### config.mk
export PLATFORM = sky130hd
export DESIGN_NAME = id_stage_pipe
export DESIGN_NICKNAME = d
export VERILOG_FILES = /design/src/rtl/id_stage_pipe_pkg.sv /design/src/rtl/id_stage_pipe_cond_check.sv /design/src/rtl/id_stage_pipe.sv
export SDC_FILE = /design/constraint.sdc
export NUM_CORES = 2
export LEC_CHECK = 0
export ABC_AREA = 1
export CORE_ASPECT_RATIO = 1.4
export CORE_MARGIN = 2
export CORE_UTILIZATION = 54
export DETAILED_ROUTE_END_ITERATION = 10
export PLACE_DENSITY = 0.78
export SKIP_LAST_GASP = 1
export SLEW_MARGIN = 10
export SYNTH_ARGS = -nofsm -noshare
export SYNTH_HDL_FRONTEND = slang
export SYNTH_SLANG_ARGS = --single-unit
### constraint.sdc
create_clock -name clk -period 20.3 [get_ports clk]
set_input_delay 4.06 -clock clk [delete_from_list [all_inputs] [get_ports clk]]
set_output_delay 4.06 -clock clk [all_outputs]
set_load 0.005 [all_outputs]
### src/rtl/id_stage_pipe_pkg.sv
// Shared decode definitions for the instruction-decode stage: ALU command
// codes, instruction field encodings and the control bundle carried into
// the ID/EX register.
package id_pkg;

  // ALU commands driven onto exe_cmd
  localparam logic [3:0] CMD_NOP = 4'b0000;
  localparam logic [3:0] CMD_MOV = 4'b0001;
  localparam logic [3:0] CMD_ADD = 4'b0010;
  localparam logic [3:0] CMD_ADC = 4'b0011;
  localparam logic [3:0] CMD_SUB = 4'b0100;
  localparam logic [3:0] CMD_SBC = 4'b0101;
  localparam logic [3:0] CMD_AND = 4'b0110;
  localparam logic [3:0] CMD_ORR = 4'b0111;
  localparam logic [3:0] CMD_EOR = 4'b1000;
  localparam logic [3:0] CMD_MVN = 4'b1001;

  // Data-processing opcodes (instruction[24:21])
  localparam logic [3:0] OP_AND = 4'b0000;
  localparam logic [3:0] OP_EOR = 4'b0001;
  localparam logic [3:0] OP_SUB = 4'b0010;
  localparam logic [3:0] OP_ADD = 4'b0100;
  localparam logic [3:0] OP_ADC = 4'b0101;
  localparam logic [3:0] OP_SBC = 4'b0110;
  localparam logic [3:0] OP_TST = 4'b1000;
  localparam logic [3:0] OP_CMP = 4'b1010;
  localparam logic [3:0] OP_ORR = 4'b1100;
  localparam logic [3:0] OP_MOV = 4'b1101;
  localparam logic [3:0] OP_MVN = 4'b1111;

  // Instruction classes (instruction[27:26])
  localparam logic [1:0] MODE_ALU = 2'b00;
  localparam logic [1:0] MODE_MEM = 2'b01;
  localparam logic [1:0] MODE_BR  = 2'b10;

  // Condition codes (instruction[31:28])
  localparam logic [3:0] COND_EQ = 4'b0000;
  localparam logic [3:0] COND_NE = 4'b0001;
  localparam logic [3:0] COND_CS = 4'b0010;
  localparam logic [3:0] COND_CC = 4'b0011;
  localparam logic [3:0] COND_MI = 4'b0100;
  localparam logic [3:0] COND_PL = 4'b0101;
  localparam logic [3:0] COND_VS = 4'b0110;
  localparam logic [3:0] COND_VC = 4'b0111;
  localparam logic [3:0] COND_HI = 4'b1000;
  localparam logic [3:0] COND_LS = 4'b1001;
  localparam logic [3:0] COND_GE = 4'b1010;
  localparam logic [3:0] COND_LT = 4'b1011;
  localparam logic [3:0] COND_GT = 4'b1100;
  localparam logic [3:0] COND_LE = 4'b1101;
  localparam logic [3:0] COND_AL = 4'b1110;

  // Control bundle loaded into ID/EX; all-zero is a bubble
  typedef struct packed {
    logic       wb_en;
    logic       mem_r_en;
    logic       mem_w_en;
    logic       b;
    logic       s;
    logic       imm;
    logic [3:0] exe_cmd;
  } ctrl_t;

  localparam ctrl_t CTRL_NONE = '0;

  // Map the instruction class/opcode/S/I bits onto the control bundle
  function automatic ctrl_t decode_ctrl(input logic [1:0] mode, input logic imm,
                                        input logic [3:0] opcode, input logic s);
    ctrl_t c;
    c = CTRL_NONE;
    case (mode)
      MODE_ALU: begin
        c.s   = s;
        c.imm = imm;
        case (opcode)
          OP_MOV: begin c.exe_cmd = CMD_MOV; c.wb_en = 1'b1; end
          OP_MVN: begin c.exe_cmd = CMD_MVN; c.wb_en = 1'b1; end
          OP_ADD: begin c.exe_cmd = CMD_ADD; c.wb_en = 1'b1; end
          OP_ADC: begin c.exe_cmd = CMD_ADC; c.wb_en = 1'b1; end
          OP_SUB: begin c.exe_cmd = CMD_SUB; c.wb_en = 1'b1; end
          OP_SBC: begin c.exe_cmd = CMD_SBC; c.wb_en = 1'b1; end
          OP_AND: begin c.exe_cmd = CMD_AND; c.wb_en = 1'b1; end
          OP_ORR: begin c.exe_cmd = CMD_ORR; c.wb_en = 1'b1; end
          OP_EOR: begin c.exe_cmd = CMD_EOR; c.wb_en = 1'b1; end
          OP_CMP: c.exe_cmd = CMD_SUB;
          OP_TST: c.exe_cmd = CMD_AND;
          default: c.exe_cmd = CMD_NOP;
        endcase
      end
      MODE_MEM: begin
        // Only the add-offset form is a load/store; S selects LDR vs STR
        if (opcode == OP_ADD) begin
          c.exe_cmd = CMD_ADD;
          c.imm     = imm;
          if (s) begin
            c.mem_r_en = 1'b1;
            c.wb_en    = 1'b1;
          end else begin
            c.mem_w_en = 1'b1;
          end
        end
      end
      MODE_BR: c.b = 1'b1;
      default: c = CTRL_NONE;
    endcase
    return c;
  endfunction

endpackage

### src/rtl/id_stage_pipe_cond_check.sv
// Condition evaluator: compares the instruction condition field against
// the {N,Z,C,V} status flags.
module cond_check
  import id_pkg::*;
(
  input  logic [3:0] cond,
  input  logic [3:0] status,
  output logic       pass
);

  logic n, z, c, v;
  assign {n, z, c, v} = status;

  // Pure combinational condition table; 1111 never executes
  always_comb begin
    pass = 1'b0;
    case (cond)
      COND_EQ: pass = z;
      COND_NE: pass = ~z;
      COND_CS: pass = c;
      COND_CC: pass = ~c;
      COND_MI: pass = n;
      COND_PL: pass = ~n;
      COND_VS: pass = v;
      COND_VC: pass = ~v;
      COND_HI: pass = c & ~z;
      COND_LS: pass = ~c | z;
      COND_GE: pass = (n == v);
      COND_LT: pass = (n != v);
      COND_GT: pass = ~z & (n == v);
      COND_LE: pass = z | (n != v);
      COND_AL: pass = 1'b1;
      default: pass = 1'b0;
    endcase
  end

endmodule

### src/rtl/id_stage_pipe.sv
// Instruction-decode stage: decodes one instruction per cycle, gates it on
// its condition field, reads two operands from the register file and loads
// everything into the ID/EX register (freeze / flush / bubble aware).
// Optional macro ID_WB_BYPASS_EN forwards a same-cycle writeback to the
// read ports; without it the ports return stored values only.
module id_stage_pipe
  import id_pkg::*;
#(
  parameter int DATA_W   = 32,
  parameter int NUM_REGS = 16,
  localparam int RA_W    = (NUM_REGS > 16) ? $clog2(NUM_REGS) : 4
) (
  input  logic              clk,
  input  logic              rst,
  input  logic              freeze,
  input  logic              flush,
  input  logic              hazard,
  input  logic              in_valid,
  input  logic [31:0]       instruction,
  input  logic [DATA_W-1:0] pc_in,
  input  logic [3:0]        status,
  input  logic              wb_en,
  input  logic [RA_W-1:0]   wb_dest,
  input  logic [DATA_W-1:0] wb_value,
  output logic [RA_W-1:0]   src1,
  output logic [RA_W-1:0]   src2,
  output logic              two_src,
  output logic              out_valid,
  output logic [DATA_W-1:0] pc_out,
  output logic              wb_en_out,
  output logic              mem_r_en_out,
  output logic              mem_w_en_out,
  output logic              b_out,
  output logic              s_out,
  output logic              imm_out,
  output logic [3:0]        exe_cmd,
  output logic [11:0]       shift_operand,
  output logic [23:0]       simm24,
  output logic [RA_W-1:0]   dest,
  output logic [DATA_W-1:0] val_rn,
  output logic [DATA_W-1:0] val_rm
);

  logic [1:0] mode;
  logic       imm_bit, s_bit, store, cond_pass, live;
  logic [3:0] opcode;
  ctrl_t      ctrl, ctrl_q;
  logic [DATA_W-1:0] rf [NUM_REGS];
  logic [DATA_W-1:0] rd1, rd2;

  assign mode    = instruction[27:26];
  assign imm_bit = instruction[25];
  assign opcode  = instruction[24:21];
  assign s_bit   = instruction[20];
  assign store   = (mode == MODE_MEM) && (opcode == OP_ADD) && !s_bit;

  // Stores read Rd as their data source on the second port
  assign src1    = RA_W'(instruction[19:16]);
  assign src2    = store ? RA_W'(instruction[15:12]) : RA_W'(instruction[3:0]);
  assign two_src = ~imm_bit | store;

  assign ctrl = decode_ctrl(mode, imm_bit, opcode, s_bit);

  cond_check u_cond (
    .cond   (instruction[31:28]),
    .status (status),
    .pass   (cond_pass)
  );

  // Register file: writeback port, cleared on reset
  always_ff @(posedge clk or posedge rst) begin
    if (rst) begin
      for (int i = 0; i < NUM_REGS; i++) rf[i] <= '0;
    end else if (wb_en && (int'(wb_dest) < NUM_REGS)) begin
      rf[wb_dest] <= wb_value;
    end
  end

  // Combinational read ports, with optional same-cycle writeback forwarding
  always_comb begin
    rd1 = (int'(src1) < NUM_REGS) ? rf[src1] : '0;
    rd2 = (int'(src2) < NUM_REGS) ? rf[src2] : '0;
`ifdef ID_WB_BYPASS_EN
    if (wb_en && (wb_dest == src1)) rd1 = wb_value;
    if (wb_en && (wb_dest == src2)) rd2 = wb_value;
`endif
  end

  // An instruction is loaded live only if nothing turns it into a bubble
  assign live = !flush && !hazard && in_valid && cond_pass;

  // ID/EX register: flush beats freeze; bubbles still load the data fields
  always_ff @(posedge clk or posedge rst) begin
    if (rst) begin
      out_valid     <= 1'b0;
      ctrl_q        <= CTRL_NONE;
      pc_out        <= '0;
      shift_operand <= '0;
      simm24        <= '0;
      dest          <= '0;
      val_rn        <= '0;
      val_rm        <= '0;
    end else if (flush || !freeze) begin
      out_valid     <= live;
      ctrl_q        <= live ? ctrl : CTRL_NONE;
      pc_out        <= pc_in;
      shift_operand <= instruction[11:0];
      simm24        <= instruction[23:0];
      dest          <= RA_W'(instruction[15:12]);
      val_rn        <= rd1;
      val_rm        <= rd2;
    end
  end

  assign wb_en_out    = ctrl_q.wb_en;
  assign mem_r_en_out = ctrl_q.mem_r_en;
  assign mem_w_en_out = ctrl_q.mem_w_en;
  assign b_out        = ctrl_q.b;
  assign s_out        = ctrl_q.s;
  assign imm_out      = ctrl_q.imm;
  assign exe_cmd      = ctrl_q.exe_cmd;

endmodule
==> run summary <==
The run finished with clean final reports. For this run, design rule violations remaining after detail routing come to 0. The number of I/O port buffers is 266.

The clock-pin transition on the worst setup and hold timing paths came out at 60 ps. Global routing finished with a remaining overflow of 0. 267 I/O pins were placed. The layout cell share with drive strength beyond 1 is 4.09%. The ratio of final minimum period to clock period came out at 52.2%. The total wire length is 115 mm. The setup path with the least slack is of type primary input to output port. The top-area cell type share of the netlist area came out at 46.9%. The row count is 109. The xor/xnor share of the synthesized area is 0.0255%. Using the TritonRoute via totals, the vias-per-cell ratio works out to 5.98. The most frequent standard cell in the layout excluding fill and tap cells is sky130_fd_sc_hd__nand2_1. Of all cell types, the one taking the most synthesized area is sky130_fd_sc_hd__dfrtp_1. The number of buffers on the longest clock path came out at 3. The number of nets produced by synthesis is 4,828.

Of the total power, the share spent switching nets is 30.9%. The synthesized netlist occupies a cell area of 34,300 µm². The routed wire length per instance came out at 20.6 µm. The number of iterations in the first detailed-routing pass is 6. The worst setup path is launched from a primary input. The number of inserted filler cells in the final layout came out at 5,673. The number of global-route vias before repair came out at 31,900. Summed over all nets, the half-perimeter wirelength after detailed placement is 63.6 mm. The deepest level of the CTS H-tree came out at 3. The switching power total came out at 1150 µW. Across the run, the number of max-cap violations was 0. From left edge to right edge, the die measures 217 µm. The setup violation total in the final timing report came out at 0.

The post-route antenna net violation count came out at 0. The placer's final routability congestion estimate is 0.884. The buffers inserted during post-CTS setup optimization is 0. The post-route setup TNS is 0 ps. The initial antenna violation count is 6. The global router's overall resource usage came out at 34.8%. The root buffer selected by CTS is sky130_fd_sc_hd__clkbuf_16. The number of DRC markers in iteration 0 came out at 4,554.

Timing analysis after detailed placement gives a worst setup slack of 9780 ps. At the pin with the least slew margin, the transition time is 1220 ps. Setup repair after global routing left no endpoint under its margin.

The library cells used most frequently in the layout, excluding fill and tap cells, are sky130_fd_sc_hd__nand2_1, sky130_fd_sc_hd__o21ai_0, sky130_fd_sc_hd__dfrtp_1. The clock share of power came out at 33.5%. The largest family of logic cells by synthesized area is simple AND/OR/NAND/NOR gates.

The highest net fanout along the worst path came out at 38. The minimum hold slack is 477 ps. The core box area came out at 63,000 µm². The tree built by TritonCTS fans out to 643 sinks.

The simple-gate portion of the synthesized area is 25.2%. The initial core utilization came out at 54.5%. The synthesized-area fraction occupied by adder cells came out at 0%. The total number of yosys warnings is 0. The post-synthesis average cell area came out at 7.28 µm². The first global-routing pass estimated 178 mm of wire. The synthesized instance count came out at 4,717.

The number of CTS-inserted buffers came out at 67. The portion of total power attributed to sequential cells is 45.3%. The hold violation total from the final report is 0.

The area added between synthesis and finish is 13.8%. Entering global routing, the biggest net connects 230 pins. The final design utilization is 62.0%.

The worst slew margin relative to its limit is 18.9%. The insertion delay to the later sink of the worst-skew pair came out at 620 ps. The die outline height came out at 302 µm. The combinational cell fraction of total power is 21.2%. The synthesized-area fraction occupied by ao, oa, aoi and oai cells came out at 17.6%.

The number of standard cells in the final layout excluding fillers came out at 5,585. The final worst clock skew came out at 22.1 ps. The layout net count came out at 4,815.

Power spread over the standard cell area amounts to 95.0 nW/µm². The portion of the post-synthesis area used by sequential elements came out at 46.9%. The analysis attributes to cell leakage a power of 0.0185 µW. The max-slew violation count is 0. Setup slack on the critical path of the routed design comes to 9710 ps. The number of cells after detailed placement is 5,467. The maximum frequency from static timing analysis came out at 94.4 MHz. The number of hold buffers added after cts came out at 0. The path type of the worst min-delay path is flop to flop.

The proportion of synthesized area in mux cells came out at 0%. TritonCTS built the clock tree. The via count of the routed design is 33,400. The count of state elements after synthesis is 643. The worst setup path is captured at an output port.

The number of distinct standard cells referenced by the synthesized netlist came out at 33. The maximum VDD drop is 0.0000724 V. The data required time of the worst path is 16,240 ps. The number of gates resized after CTS came out at 0.

The shortest clock period the worst path allows after layout is 10,590 ps. The critical path data arrival time came out at 6530 ps. Ranked by total cell area, the synthesized netlist is headed by sky130_fd_sc_hd__dfrtp_1, sky130_fd_sc_hd__nand2_1, sky130_fd_sc_hd__o21ai_0. The die covers 65,600 µm². The internal power summed over all cells came out at 2570 µW.
## through the flow
| step | total power [µW] | area, µm² |
|---|---|---|
| after global routing | 3910 | 39100 |
| after global placement | 2430 | 36900 |
| final | 3710 | 39100 |
| after detailed placement | 2460 | 36900 |
| after floorplan | 2200 | 34300 |
| after CTS | 3710 | 39100 |
## metal layers
metal	GRT usage, %	up-vias	part of all wire (%)	wire [µm]
li1	-	15300	-	-
met1	43.0	15700	37	42900
met2	57.6	1936	47	54700
met3	5.18	407	9.4	10900
met4	22.2	2	5.8	6650
met5	0	-	0.010	12
## synthesized netlist by cell type
master / count
sky130_fd_sc_hd__nor3_2: 1
sky130_fd_sc_hd__nand2_2: 3
sky130_fd_sc_hd__clkinv_1: 2
sky130_fd_sc_hd__nor4_4: 3
sky130_fd_sc_hd__nor2_1: 59
sky130_fd_sc_hd__buf_2: 87
sky130_fd_sc_hd__nor2_4: 1
sky130_fd_sc_hd__a31oi_1: 20
sky130_fd_sc_hd__nand4_2: 1
sky130_fd_sc_hd__buf_4: 21
sky130_fd_sc_hd__nor3_1: 1
sky130_fd_sc_hd__nand3_4: 1
sky130_fd_sc_hd__buf_1: 13
sky130_fd_sc_hd__o21ai_0: 826
sky130_fd_sc_hd__or2_1: 1
sky130_fd_sc_hd__clkbuf_1: 279
sky130_fd_sc_hd__o221ai_1: 1
sky130_fd_sc_hd__nor2_2: 1
sky130_fd_sc_hd__or2_2: 1
sky130_fd_sc_hd__dfrtp_1: 643
sky130_fd_sc_hd__nand3_1: 599
sky130_fd_sc_hd__nand4_1: 2
sky130_fd_sc_hd__inv_2: 6
sky130_fd_sc_hd__xnor2_1: 1
sky130_fd_sc_hd__inv_1: 487
sky130_fd_sc_hd__a21oi_1: 261
sky130_fd_sc_hd__o211ai_1: 19
sky130_fd_sc_hd__nand2_1: 1232
sky130_fd_sc_hd__o22ai_1: 6
sky130_fd_sc_hd__nor3b_1: 1
sky130_fd_sc_hd__nand3b_1: 82
sky130_fd_sc_hd__o21ai_1: 55
sky130_fd_sc_hd__a21boi_0: 1
## cell type report
cell class	count	area [µm²]	area share, %
Clock inverter	11	138	0.352
Antenna cell	4	10.0	0.0256
Clock buffer	103	2040	5.21
Tap cell	832	1040	2.66
Timing Repair Buffer	318	3050	7.81
Inverter	495	1880	4.80
Multi-Input combinational cell	3179	14800	37.9
Sequential cell	643	16100	41.2
## registers in the layout, indices dropped and copies added (netlist names)
name	count
simm24	13
mem_r_en_out	1
out_valid	1
pc_out	32
imm_out	1
b_out	1
s_out	1
exe_cmd	4
wb_en_out	1
mem_w_en_out	1
val_rm	32
val_rn	32
shift_operand	11
rf	512
## kinds of logic (layout without fill, tap and decap cells)
group | after synthesis | after routing
XOR/XNOR | 1 | 1
other | 0 | 4
AO/OA/AOI/OAI | 1189 | 1189
AND/OR/NAND/NOR | 1989 | 1989
flip-flops | 643 | 643
buffers and inverters | 895 | 927
## power groups by stage
stage,logic (µW),clock network (µW),registers (µW)
final,787,1240,1680
after global routing,896,1310,1710
after CTS,780,1260,1670
after detailed placement,773,0,1690
after global placement,750,0,1680
after floorplan,535,0,1660
## final timing paths
path                                                to  slack, ps  depth (start not counted)                  start
worst max register to register  val_rm[10]$_DFFE_PP0P_      18820                          8    rf[330]$_DFFE_PP0P_
worst max-delay path                           src2[1]       9710                          8        instruction[23]
min in group asynchronous          rf[500]$_DFFE_PP0P_       3850                          2                    rst
max in group asynchronous          rf[161]$_DFFE_PP0P_      13560                          5                    rst
worst min-delay path             pc_out[2]$_DFFE_PP0P_        480                          2  pc_out[2]$_DFFE_PP0P_
worst min register to register   pc_out[2]$_DFFE_PP0P_        480                          2  pc_out[2]$_DFFE_PP0P_
## critical path, stage by stage
cell	delay [ps]
sky130_fd_sc_hd__clkdlybuf4s50_1	550
sky130_fd_sc_hd__nand2_2	120
sky130_fd_sc_hd__nor2_4	220
sky130_fd_sc_hd__nand3_4	210
sky130_fd_sc_hd__inv_2	130
sky130_fd_sc_hd__nand2_1	90
sky130_fd_sc_hd__nand2_4	460
sky130_fd_sc_hd__clkdlybuf4s50_1	630
Power figures use the tool's default switching activity.
